==> src/rtl/fpaa_prog_shifter_if.sv <==
// rtl/fpaa_prog_shifter_if.sv - command bus between config loader and FPAA programming shifter
// Purpose: groups the one-command-at-a-time valid/ready handshake and its payload.
// Signals:
//   cmd_valid  master->slave  command present
//   cmd_ready  slave->master  shifter can accept
//   cmd_col    master->slave  target CAB column
//   cmd_mrow   master->slave  switch-matrix row
//   cmd_mcol   master->slave  switch-matrix column
//   cmd_data   master->slave  cell configuration value
interface fpaa_prog_shifter_if #(
  parameter int COL_W  = 3,
  parameter int MR_W   = 3,
  parameter int MC_W   = 1,
  parameter int DATA_W = 8
) ();
  logic              cmd_valid;
  logic              cmd_ready;
  logic [COL_W-1:0]  cmd_col;
  logic [MR_W-1:0]   cmd_mrow;
  logic [MC_W-1:0]   cmd_mcol;
  logic [DATA_W-1:0] cmd_data;

  modport master (
    output cmd_valid, cmd_col, cmd_mrow, cmd_mcol, cmd_data,
    input  cmd_ready
  );

  modport slave (
    input  cmd_valid, cmd_col, cmd_mrow, cmd_mcol, cmd_data,
    output cmd_ready
  );
endinterface

==> src/rtl/fpaa_prog_shifter.sv <==
// rtl/fpaa_prog_shifter.sv - serializes FPAA configuration commands onto an island programming chain
// Purpose: accepts one command, range-checks it, shifts {mrow, mcol, data[, parity]} MSB first
//   with a divided shift clock, strobes the latch, waits the settle time, then pulses done.
// Optional feature macro: PROG_PARITY_EN appends one even-parity bit after the data LSB.
// Ports:
//   clk           sole clock
//   rst_n         asynchronous active-low reset
//   cmd           fpaa_prog_shifter_if.slave command handshake (cmd_ready registered, reset 1)
//   o_prog_sclk   shift clock to fabric
//   o_prog_sdata  serial data, MSB first
//   o_prog_latch  latch strobe
//   o_prog_sel    one-hot column select, held for the whole transfer
//   o_done        one-cycle completion pulse
//   o_err         one-cycle out-of-range pulse
module fpaa_prog_shifter #(
  parameter int NUM_COLS    = 7,
  parameter int MATRIX_ROWS = 7,
  parameter int MATRIX_COLS = 1,
  parameter int DATA_W      = 8,
  parameter int CLK_DIV     = 2,
  parameter int SETTLE_CYC  = 4
) (
  input  logic                clk,
  input  logic                rst_n,
  fpaa_prog_shifter_if.slave  cmd,
  output logic                o_prog_sclk,
  output logic                o_prog_sdata,
  output logic                o_prog_latch,
  output logic [NUM_COLS-1:0] o_prog_sel,
  output logic                o_done,
  output logic                o_err
);

  localparam int COL_W = (NUM_COLS > 1) ? $clog2(NUM_COLS) : 1;
  localparam int MR_W  = (MATRIX_ROWS > 1) ? $clog2(MATRIX_ROWS) : 1;
  localparam int MC_W  = (MATRIX_COLS > 1) ? $clog2(MATRIX_COLS) : 1;
`ifdef PROG_PARITY_EN
  localparam int PAR_W = 1;
`else
  localparam int PAR_W = 0;
`endif
  localparam int FRAME = MR_W + MC_W + DATA_W + PAR_W;
  localparam int BIT_W = $clog2(FRAME);
  localparam int DIV_W = (CLK_DIV > 1) ? $clog2(CLK_DIV) : 1;
  localparam int SET_W = (SETTLE_CYC > 1) ? $clog2(SETTLE_CYC) : 1;

  // One extra bit so a limit equal to 2**W still fits for the >= compare.
  localparam logic [COL_W:0] LP_COL_LIM  = (COL_W + 1)'(NUM_COLS);
  localparam logic [MR_W:0]  LP_MROW_LIM = (MR_W + 1)'(MATRIX_ROWS);
  localparam logic [MC_W:0]  LP_MCOL_LIM = (MC_W + 1)'(MATRIX_COLS);

  typedef enum logic [2:0] {
    S_IDLE,
    S_SHIFT,
    S_LATCH,
    S_SETTLE,
    S_ERR
  } state_t;

  state_t              r_state;
  // MSB of the frame goes straight to r_sdata at accept, so only the tail is stored.
  logic [FRAME-2:0]    r_frame;
  logic [BIT_W-1:0]    r_bit_cnt;
  logic [DIV_W-1:0]    r_div_cnt;
  logic [SET_W-1:0]    r_set_cnt;
  logic                r_ready;
  logic                r_sclk;
  logic                r_sdata;
  logic                r_latch;
  logic [NUM_COLS-1:0] r_sel;
  logic                r_done;
  logic                r_err;

  logic                w_accept;
  logic                w_range_err;
  logic [FRAME-1:0]    w_frame_in;
  logic [NUM_COLS-1:0] w_sel_onehot;
  logic                w_div_last;
  logic                w_set_last;
  logic                w_bit_last;

  assign w_accept    = cmd.cmd_valid && r_ready;
  assign w_range_err = ({1'b0, cmd.cmd_col}  >= LP_COL_LIM)  ||
                       ({1'b0, cmd.cmd_mrow} >= LP_MROW_LIM) ||
                       ({1'b0, cmd.cmd_mcol} >= LP_MCOL_LIM);

`ifdef PROG_PARITY_EN
  assign w_frame_in = {cmd.cmd_mrow, cmd.cmd_mcol, cmd.cmd_data,
                       ^{cmd.cmd_mrow, cmd.cmd_mcol, cmd.cmd_data}};
`else
  assign w_frame_in = {cmd.cmd_mrow, cmd.cmd_mcol, cmd.cmd_data};
`endif

  assign w_sel_onehot = NUM_COLS'(1) << cmd.cmd_col;
  assign w_div_last   = (r_div_cnt == DIV_W'(CLK_DIV - 1));
  assign w_set_last   = (r_set_cnt == SET_W'(SETTLE_CYC - 1));
  assign w_bit_last   = (r_bit_cnt == BIT_W'(FRAME - 1));

  always_ff @(posedge clk or negedge rst_n) begin
    if (!rst_n) begin
      r_state   <= S_IDLE;
      r_frame   <= '0;
      r_bit_cnt <= '0;
      r_div_cnt <= '0;
      r_set_cnt <= '0;
      r_ready   <= 1'b1;
      r_sclk    <= 1'b0;
      r_sdata   <= 1'b0;
      r_latch   <= 1'b0;
      r_sel     <= '0;
      r_done    <= 1'b0;
      r_err     <= 1'b0;
    end else begin
      r_done <= 1'b0;
      r_err  <= 1'b0;
      case (r_state)
        S_IDLE: begin
          if (w_accept) begin
            r_ready <= 1'b0;
            if (w_range_err) begin
              r_state <= S_ERR;
              r_err   <= 1'b1;
            end else begin
              // First low phase starts right away with the MSB already on sdata.
              r_state   <= S_SHIFT;
              r_sel     <= w_sel_onehot;
              r_frame   <= w_frame_in[FRAME-2:0];
              r_sdata   <= w_frame_in[FRAME-1];
              r_sclk    <= 1'b0;
              r_div_cnt <= '0;
              r_bit_cnt <= '0;
            end
          end
        end

        S_SHIFT: begin
          if (w_div_last) begin
            r_div_cnt <= '0;
            if (!r_sclk) begin
              r_sclk <= 1'b1;
            end else begin
              // End of high phase: sdata only moves here, i.e. at the start of a low phase.
              r_sclk <= 1'b0;
              if (w_bit_last) begin
                r_state <= S_LATCH;
                r_latch <= 1'b1;
                r_sdata <= 1'b0;
              end else begin
                r_bit_cnt <= r_bit_cnt + 1'b1;
                r_sdata   <= r_frame[FRAME-2];
                r_frame   <= {r_frame[FRAME-3:0], 1'b0};
              end
            end
          end else begin
            r_div_cnt <= r_div_cnt + 1'b1;
          end
        end

        S_LATCH: begin
          if (w_div_last) begin
            r_div_cnt <= '0;
            r_latch   <= 1'b0;
            r_set_cnt <= '0;
            r_state   <= S_SETTLE;
          end else begin
            r_div_cnt <= r_div_cnt + 1'b1;
          end
        end

        S_SETTLE: begin
          if (w_set_last) begin
            r_state <= S_IDLE;
            r_sel   <= '0;
            r_done  <= 1'b1;
            r_ready <= 1'b1;
          end else begin
            r_set_cnt <= r_set_cnt + 1'b1;
          end
        end

        S_ERR: begin
          r_state <= S_IDLE;
          r_ready <= 1'b1;
        end

        default: begin
          r_state <= S_IDLE;
          r_ready <= 1'b1;
        end
      endcase
    end
  end

  assign cmd.cmd_ready = r_ready;
  assign o_prog_sclk   = r_sclk;
  assign o_prog_sdata  = r_sdata;
  assign o_prog_latch  = r_latch;
  assign o_prog_sel    = r_sel;
  assign o_done        = r_done;
  assign o_err         = r_err;

endmodule

==> src/flat_wrapper.sv <==
// flat-port wrapper written by rule: the top's interface ports become plain ports
module fpaa_prog_shifter_flat 
#(
  parameter int NUM_COLS    = 7,
  parameter int MATRIX_ROWS = 7,
  parameter int MATRIX_COLS = 1,
  parameter int DATA_W      = 8,
  parameter int CLK_DIV     = 2,
  parameter int SETTLE_CYC  = 4
)
  (clk, rst_n, o_prog_sclk, o_prog_sdata, o_prog_latch, o_prog_sel, o_done, o_err, cmd_cmd_valid, cmd_cmd_col, cmd_cmd_mrow, cmd_cmd_mcol, cmd_cmd_data, cmd_cmd_ready);
  fpaa_prog_shifter_if #(.COL_W(3), .MR_W(3), .MC_W(1), .DATA_W(DATA_W)) cmd_i ();
  input  logic clk;
  input  logic rst_n;
  output logic o_prog_sclk;
  output logic o_prog_sdata;
  output logic o_prog_latch;
  output logic [NUM_COLS-1:0] o_prog_sel;
  output logic o_done;
  output logic o_err;
  input wire logic [$bits(cmd_i.cmd_valid)-1:0] cmd_cmd_valid;
  input wire logic [$bits(cmd_i.cmd_col)-1:0] cmd_cmd_col;
  input wire logic [$bits(cmd_i.cmd_mrow)-1:0] cmd_cmd_mrow;
  input wire logic [$bits(cmd_i.cmd_mcol)-1:0] cmd_cmd_mcol;
  input wire logic [$bits(cmd_i.cmd_data)-1:0] cmd_cmd_data;
  output wire logic [$bits(cmd_i.cmd_ready)-1:0] cmd_cmd_ready;
  assign cmd_i.cmd_valid = cmd_cmd_valid;
  assign cmd_i.cmd_col = cmd_cmd_col;
  assign cmd_i.cmd_mrow = cmd_cmd_mrow;
  assign cmd_i.cmd_mcol = cmd_cmd_mcol;
  assign cmd_i.cmd_data = cmd_cmd_data;
  assign cmd_cmd_ready = cmd_i.cmd_ready;
  fpaa_prog_shifter #(.NUM_COLS(NUM_COLS), .MATRIX_ROWS(MATRIX_ROWS), .MATRIX_COLS(MATRIX_COLS), .DATA_W(DATA_W), .CLK_DIV(CLK_DIV), .SETTLE_CYC(SETTLE_CYC)) u_core (.clk(clk), .rst_n(rst_n), .cmd(cmd_i), .o_prog_sclk(o_prog_sclk), .o_prog_sdata(o_prog_sdata), .o_prog_latch(o_prog_latch), .o_prog_sel(o_prog_sel), .o_done(o_done), .o_err(o_err));
endmodule
==> config.mk <==
export PLATFORM = sky130hd
export DESIGN_NAME = fpaa_prog_shifter_flat
export DESIGN_NICKNAME = d
export VERILOG_FILES = /design/src/rtl/fpaa_prog_shifter_if.sv /design/src/rtl/fpaa_prog_shifter.sv /design/src/flat_wrapper.sv
export SDC_FILE = /design/constraint.sdc
export NUM_CORES = 1
export LEC_CHECK = 0
export ABC_AREA = 1
export BUFFER_PORTS_ARGS = -buffer_cell sky130_fd_sc_hd__buf_2
export CAP_MARGIN = 40
export CORE_ASPECT_RATIO = 0.75
export CORE_MARGIN = 2
export CORE_UTILIZATION = 45
export CTS_CLUSTER_DIAMETER = 200
export CTS_CLUSTER_SIZE = 28
export DETAILED_ROUTE_END_ITERATION = 8
export GPL_TIMING_DRIVEN = 0
export HOLD_SLACK_MARGIN = 0.08
export PLACE_DENSITY = 0.66
export SYNTH_ARGS = -nofsm -noshare
export SYNTH_HDL_FRONTEND = slang
export SYNTH_SLANG_ARGS = --single-unit
==> constraint.sdc <==
create_clock -name clk -period 1.7 [get_ports clk]
set_input_delay 0.17 -clock clk [delete_from_list [all_inputs] [get_ports clk]]
set_output_delay 0.17 -clock clk [all_outputs]
set_load 0.02 [all_outputs]
==> metrics.cfg, run 1 <==
[clock_tree]
clock_latency_ns=0.28
cts.path.max_buffers=2
cts_tree=built
cts_made_buffers=5
clock-root-buffer=clkbuf_8
clk_pin_slew_ns=0.07
cts_sinks=34
htree_levels=2

[synthesis]
synthXorXnorAreaFrac=0.004795
synth_compound_area_frac=0.04110
muxShareOfSynthArea=0
ys_ff_latch=34
synth_fa_ha_area_frac=0.01370
synth_area_per_cell_sq_um=7.611
yosys.area_share.simple=0.4144
synth_ff_type=dfrtp_1
synthesis.nets=260
synth.cell_area_sq_mm=0.001827
synth_warnings=0
synth_enable_flop_cells=0
async_flop_share=1.000
ys_seq_area_frac=0.4664
syn_inst=240
netlist-cell-type-count=24
synth_top_family_by_area=simple AND/OR/NAND/NOR gates

[cells_and_area]
n_antenna_cell=0
fill_cells=371
final_nets=303
syn2layout_area_growth_pct=20.82
multi_input_area_sq_um=884.6
ff_latch_area_sq_um=852.1
drive_above_1_share=0.2535

[die]
rows=20
core_area_sq_mm=0.003979
dieArea_sq_mm=0.004591
die_w_um=77.57
start_util=0.4591
die_y_um=59.18
io_pins=31

[power]
vdd_drop_max_mv=0.7988
power_density_mw_per_mm2=1874
total_power_mw=4.136
leakagePower_nw=1.249

[route]
avgRoutedWirePerCell_um=12.02
drtAntennaViolNets=0
wl_um=4075
route.detailed.drc=0
drt-vias-per-instance=5.006
drt_pre_antenna_iters=5
initialDrtViolationCount=163
vias=1697

[critical_path]
cp_max_fo=10
slowest_delay_ns=0.41
slowest_stage=dfrtp_1
path_common_cell=nand2_1
critPathRequiredTime_ns=1.92
worstPathArrival_ns=1.80
cp-start-kind=flip-flop
path_delay_family=flip-flops
reg2reg_depth=7
path_buf_inv=1
path_cells=ha_1, nand2_1, nor2_2, a21oi_2, buf_2, nand4_1, nand2_1
cp-end-kind=flip-flop
cp.depth=7
critical_path_class=flip-flop to flip-flop

[grt]
track_usage=0.1887
overflow=0
grt_pass1_wl_um=6644
grt_pass1_vias=1443
grt_max_degree=35
antenna_found_initial=0

[sta]
tightest_slew_ns=0.7767
fin_crit_sh=0.9300
setup_ws_ns=0.1189
report.final.hold_viol_count=0
finalClockSkew_ns=0.003004
fin_setup_tns_ns=0
setup_viol=0
whs_ns=0.1310
slew-limit-headroom=0.4822
max_clock_freq_mhz=632.5
finalCriticalPeriod_ns=1.581
finalMaxSlewViolations=0

[worst_hold_path]
hp-class=primary input to flip-flop
hold_depth=3

[place]
place_ws_ns=-0.005423
hpwlAfterDp_um=2952
gp_congestion=0.8764
portBuffers=30

[run]
cap_violations=0

[status]
status=completed

## cell type report
| type | count | share of cell area |
|---|---|---|
| clock buffers | 7 | 0.03912 |
| clock inverters | 1 | 0.002268 |
| inverters | 19 | 0.03231 |
| flip-flops and latches | 34 | 0.3861 |
| plain buffers | 7 | 0.01871 |
| repair buffers | 36 | 0.08957 |
| well taps | 55 | 0.03118 |
| multi-input cells | 180 | 0.4008 |
## repair_timing
item / in CTS / in global routing
setup endpoints to repair: 10 / 12
setup buffers: 0 / 5
pin swaps: 0 / 2
gates resized for setup: 1 / 5
endpoints found under the hold margin: 33 / 0
hold buffers: 1 / 0
## where the power goes
part / switching (mW) / total [mW] / internal [mW]
registers: 0.199 / 1.35 / 1.15
logic: 1.42 / 2.18 / 0.756
clock network: 0.282 / 0.609 / 0.326
## synthesized netlist by cell type, types with 2 or more instances
cell type | count | area share
a21oi_1 | 3 | 0.0082
buf_2 | 6 | 0.016
dfrtp_1 | 33 | 0.45
ha_1 | 2 | 0.014
inv_1 | 14 | 0.029
inv_2 | 5 | 0.010
nand2_1 | 106 | 0.22
nand2_2 | 5 | 0.017
nand2_4 | 2 | 0.012
nand3_1 | 14 | 0.038
nand4_1 | 16 | 0.055
nor2_1 | 10 | 0.021
nor3_1 | 4 | 0.011
nor4_1 | 3 | 0.010
o21ai_0 | 8 | 0.022
## flip-flops by register name, summed over array words and instances, names as in the netlist
name and count:
u_core.o_prog_latch 1, u_core.o_err 1, u_core.r_div_cnt 1, u_core.o_prog_sclk 1
u_core.o_prog_sel 7, u_core.r_bit_cnt 4, u_core.o_done 1, u_core.r_state 3
u_core.cmd.cmd_ready 1, u_core.r_set_cnt 2, u_core.o_prog_sdata 1, u_core.r_frame 11
## per-layer routing
metal | routed length (um) | vias up | track usage
met2 | 1790 | 38 | 0.2658
met3 | 140 | 5 | 0.04116
met5 | 0 | - | 0
li1 | - | 872 | -
met4 | 36 | 0 | 0.06122
met1 | 2108 | 782 | 0.2878
## placed cells by master, fill, tap and decap left out, types with 3 or more instances in the layout
master    Yosys  routed
buf_2         6      36
buf_4         1       5
clkbuf_8      0       6
dfrtp_1      33      33
inv_1        14      14
inv_2         5       5
nand2_1     106     106
nand2_2       5       5
nand3_1      14      14
nand4_1      16      16
nor2_1       10       7
nor2_2        1       4
nor3_1        4       4
nor4_1        3       3
o21ai_0       8       8
## cells by family after synthesis
family / after synthesis
simple gates: 164
xor+xnor: 1
compound gates: 13
fa+ha+maj: 2
buf+inv: 26
flops: 34
## final timing paths
path / from / to / slack, ns
max: u_core.r_bit_cnt[0] / u_core.r_frame[1] / 0.12
min: cmd_cmd_data[0] / u_core.r_frame[0] / 0.13
max reg2reg: u_core.r_bit_cnt[0] / u_core.r_frame[1] / 0.12
min reg2reg: u_core.r_frame[5] / u_core.r_frame[5] / 0.47
max in group asynchronous: rst_n / u_core.r_state[0] / 0.71
min in group asynchronous: rst_n / u_core.o_prog_sel[5] / 0.50
## stage by stage
stage / utilization / instances / cell area (sq um)
after floorplan: - / 240 / 1827
after global placement: 0.5142 / 325 / 2046
after detailed placement: 0.5142 / 325 / 2046
after CTS: 0.5406 / 334 / 2151
after global routing: 0.5547 / 339 / 2207
final: 0.5547 / 339 / 2207
## tightest hold or removal path, delay by kind of cell
| kind | cells | cell delay [ns] |
|---|---|---|
| simple gates | 2 | 0.13 |
| buf+inv | 1 | 0.08 |
No activity file was read; power rests on OpenSTA's default activity.
==> run 2: changes to the inputs <==
--- a/config.mk
+++ b/config.mk
@@ -5,7 +5,7 @@
 export SDC_FILE = /design/constraint.sdc
 export NUM_CORES = 1
 export LEC_CHECK = 0
-export ABC_AREA = 1
+export ABC_AREA = 0
 export BUFFER_PORTS_ARGS = -buffer_cell sky130_fd_sc_hd__buf_2
 export CAP_MARGIN = 40
 export CORE_ASPECT_RATIO = 0.75
@@ -16,7 +16,9 @@
 export DETAILED_ROUTE_END_ITERATION = 8
 export GPL_TIMING_DRIVEN = 0
 export HOLD_SLACK_MARGIN = 0.08
-export PLACE_DENSITY = 0.66
+export PLACE_DENSITY = 0.67
+export RECOVER_POWER = 25
+export SETUP_SLACK_MARGIN = 0.05
 export SYNTH_ARGS = -nofsm -noshare
 export SYNTH_HDL_FRONTEND = slang
 export SYNTH_SLANG_ARGS = --single-unit
==> metrics.cfg, run 2 <==
[sta]
finalMaxSlewViolations=0  ; unchanged
report.final.hold_viol_count=0  ; unchanged
fin_crit_sh=1.059  ; +0.1287
tightest_slew_ns=0.8384  ; +0.06173 ns
max_clock_freq_mhz=555.6  ; -12%
finalClockSkew_ns=0.006219  ; +0.003215 ns
setup_ws_ns=-0.09990  ; -0.2188 ns
slew-limit-headroom=0.4410  ; -0.04115
whs_ns=0.1585  ; +0.02751 ns
rsz0062_at_grt=yes
finalCriticalPeriod_ns=1.800  ; +0.2188 ns
setup_viol=16  ; +16

[clock_tree]
clock-root-buffer=clkbuf_8
cts_sinks=34  ; unchanged
htree_levels=2  ; unchanged
clock_latency_ns=0.29  ; about the same
cts.path.max_buffers=2  ; unchanged
clk_pin_slew_ns=0.06  ; about the same
cts_made_buffers=5  ; unchanged
cts_tree=built

[cells_and_area]
final_nets=236  ; -22%
syn2layout_area_growth_pct=34.57
mostFrequentLayoutCell=dfrtp_1
n_antenna_cell=0  ; unchanged
final_cell_mix=dfrtp_1, buf_2, clkbuf_1
largest_reg_flops=11  ; unchanged
drive_above_1_share=0.3750  ; +0.1215
final_util=0.6333  ; +0.07857
top_register=u_core.r_frame

[critical_path]
cp_max_fo=10  ; unchanged
slowest_stage=dfstp_2
path_buf_inv=1  ; unchanged
critical_path_class=flip-flop to flip-flop
path_cells=nand2_4, or4_4, o21a_4, nor2_4, buf_8, a2bb2oi_2
worstPathArrival_ns=1.97  ; +0.17 ns
critPathRequiredTime_ns=1.87  ; -0.05 ns
cp-start-kind=flip-flop
slowest_delay_ns=0.55  ; +0.14 ns
cp-end-kind=flip-flop
path_delay_family=simple AND/OR/NAND/NOR gates

[route]
wl_um=4189  ; +2.8%
route.detailed.drc=0  ; unchanged
vias=1512  ; -11%
avgRoutedWirePerCell_um=15.63  ; +30%
drtAntennaViolNets=0  ; unchanged
drt-vias-per-instance=5.642  ; +13%
initialDrtViolationCount=82  ; -50%
drt_pre_antenna_iters=4  ; -1

[power]
power_density_mw_per_mm2=613.2  ; -67%
p_sw_frac=0.2244  ; -0.2362
p_switching_mw=0.3191  ; -83%
p_int_mw=1.103  ; -51%
pwr-share-comb=0.041  ; -0.486
leakagePower_nw=1.077  ; -14%
seqPwrFrac=0.569  ; +0.243
total_power_mw=1.422  ; -66%
p_clk_frac=0.390  ; +0.243
vdd_drop_max_mv=0.6982  ; -13%

[synthesis]
syn_inst=167  ; -30%
netlist-cell-type-count=39  ; +63%
synth.cell_area_sq_mm=0.001723  ; -5.7%
synthesis.nets=187  ; -28%
synth_enable_flop_cells=0  ; unchanged
synth_common_cells=dfrtp_1, nand2_1, o21ai_0
synth_warnings=0  ; unchanged
async_flop_share=1.000  ; unchanged
ys_top_cells_by_area=dfrtp_1, a2bb2oi_2, o21ai_0, o22ai_1, nand2_1
ys_seq_area_frac=0.4946  ; +0.02812
synth_ff_type=dfrtp_1
synth_area_per_cell_sq_um=10.32  ; +36%
synth.most_common_cell=dfrtp_1
yosysTopAreaCell=dfrtp_1
synth_top_area_frac=0.4793  ; +0.02725
ys_ff_latch=34  ; unchanged

[grt]
track_usage=0.1981  ; +0.009413
grt_pass1_wl_um=6417  ; -3.4%
grt_max_degree=35  ; unchanged
antenna_found_initial=0  ; unchanged
overflow=0  ; unchanged
grt_pass1_vias=1319  ; -8.6%

[place]
hpwlAfterDp_um=2621  ; -11%
portBuffers=30  ; unchanged
gp_congestion=0.8478  ; -3.3%

[die]
rows=19  ; -5.0%
start_util=0.4706  ; +0.01149
core_area_sq_mm=0.003661  ; -8.0%
dieArea_sq_mm=0.004345  ; -5.4%
io_pins=31  ; unchanged
die_w_um=75.45  ; -2.7%
die_y_um=57.59  ; -2.7%

[worst_hold_path]
hp-class=primary input to flip-flop

[run]
cap_violations=0  ; unchanged

[status]
violations=negative setup slack
status=finished with violations

==> run 2: cell types whose count changed after synthesis, sizes merged, moves of 5 or more <==
cell / previous run / this run
clkbuf: 0 / 5
inv: 19 / 4
buf: 7 / 2
o22ai: 0 / 10
o21ai: 9 / 17
nand2: 113 / 17
nand4: 17 / 1
a2bb2oi: 0 / 11
==> run 2: metal layers <==
metal  GRT usage  vias to the layer above  wire, um
li1            -                      732         -
met4     0.04511                        0        59
met5           0                        -         0
met1      0.2903                      733      1949
met2      0.2845                       38      2001
met3     0.06890                        9       179
==> run 2: path summary, 6_finish.rpt <==
check / from / endpoint / slack (ns) / depth (start not counted)
worst min register to register: u_core.r_set_cnt[1] / u_core.r_set_cnt[1] / 0.50 / 1
worst max register to register: u_core.cmd.cmd_ready / u_core.r_frame[9] / -0.1 / 6
max in group asynchronous: rst_n / u_core.r_state[0] / 0.61 / 2
min in group asynchronous: rst_n / u_core.o_prog_sclk / 0.52 / 2
worst max-delay path: u_core.cmd.cmd_ready / u_core.r_frame[9] / -0.1 / 6
worst min-delay path: cmd_cmd_col[0] / u_core.o_prog_sel[4] / 0.16 / 2
==> run 2: cell type report <==
class,count,area [sq um]
fill,331,1343
timing repair buffer,41,232.7
buffer,7,46.29
multi-input combinational,123,1027
clock inverter,2,10.01
inverter,4,15.01
tap,52,65.06
clock buffer,5,68.82
sequential,34,853.3
==> run 2: logic make-up (layout without fill, tap and decap cells) <==
| group | after synthesis | count (layout) | share of synthesized area |
|---|---|---|---|
| buf+inv | 11 | 59 | 0.02904 |
| fa+ha+maj | 2 | 2 | 0.01452 |
| compound gates | 62 | 62 | 0.2840 |
| simple gates | 58 | 59 | 0.1779 |
| flops | 34 | 34 | 0.4946 |
==> run 2: power by group through the flow <==
stage | Sequential, mW | Clock, mW | Combinational (mW)
floorplan | 0.824 | 0 | 0.00852
global placement | 0.824 | 0 | 0.0502
detailed placement | 0.824 | 0 | 0.0513
CTS | 0.809 | 0.567 | 0.0537
global route | 0.808 | 0.608 | 0.0648
finish | 0.809 | 0.555 | 0.0579
==> run 2: timing repair <==
action,4_1_cts,5_1_grt
pin swaps,3,15
cloned,0,2
resized for setup,17,40
endpoints found under the setup margin,24,25
setup buffers,4,5
endpoints found under the hold margin,33,0
hold buffers,1,0
==> run 2: stage by stage <==
| step | setup TNS, ns | setup slack [ns] | area (sq um) | instances |
|---|---|---|---|---|
| finish | -1.187 | -0.09990 | 2318 | 268 |
| global route | -2.054 | -0.1511 | 2318 | 268 |
| CTS | -1.192 | -0.1183 | 2116 | 261 |
| detailed placement | -4.412 | -0.2869 | 1941 | 249 |
| global placement | -3.078 | -0.2758 | 1941 | 249 |
| floorplan | -0.9784 | -0.09123 | 1725 | 167 |
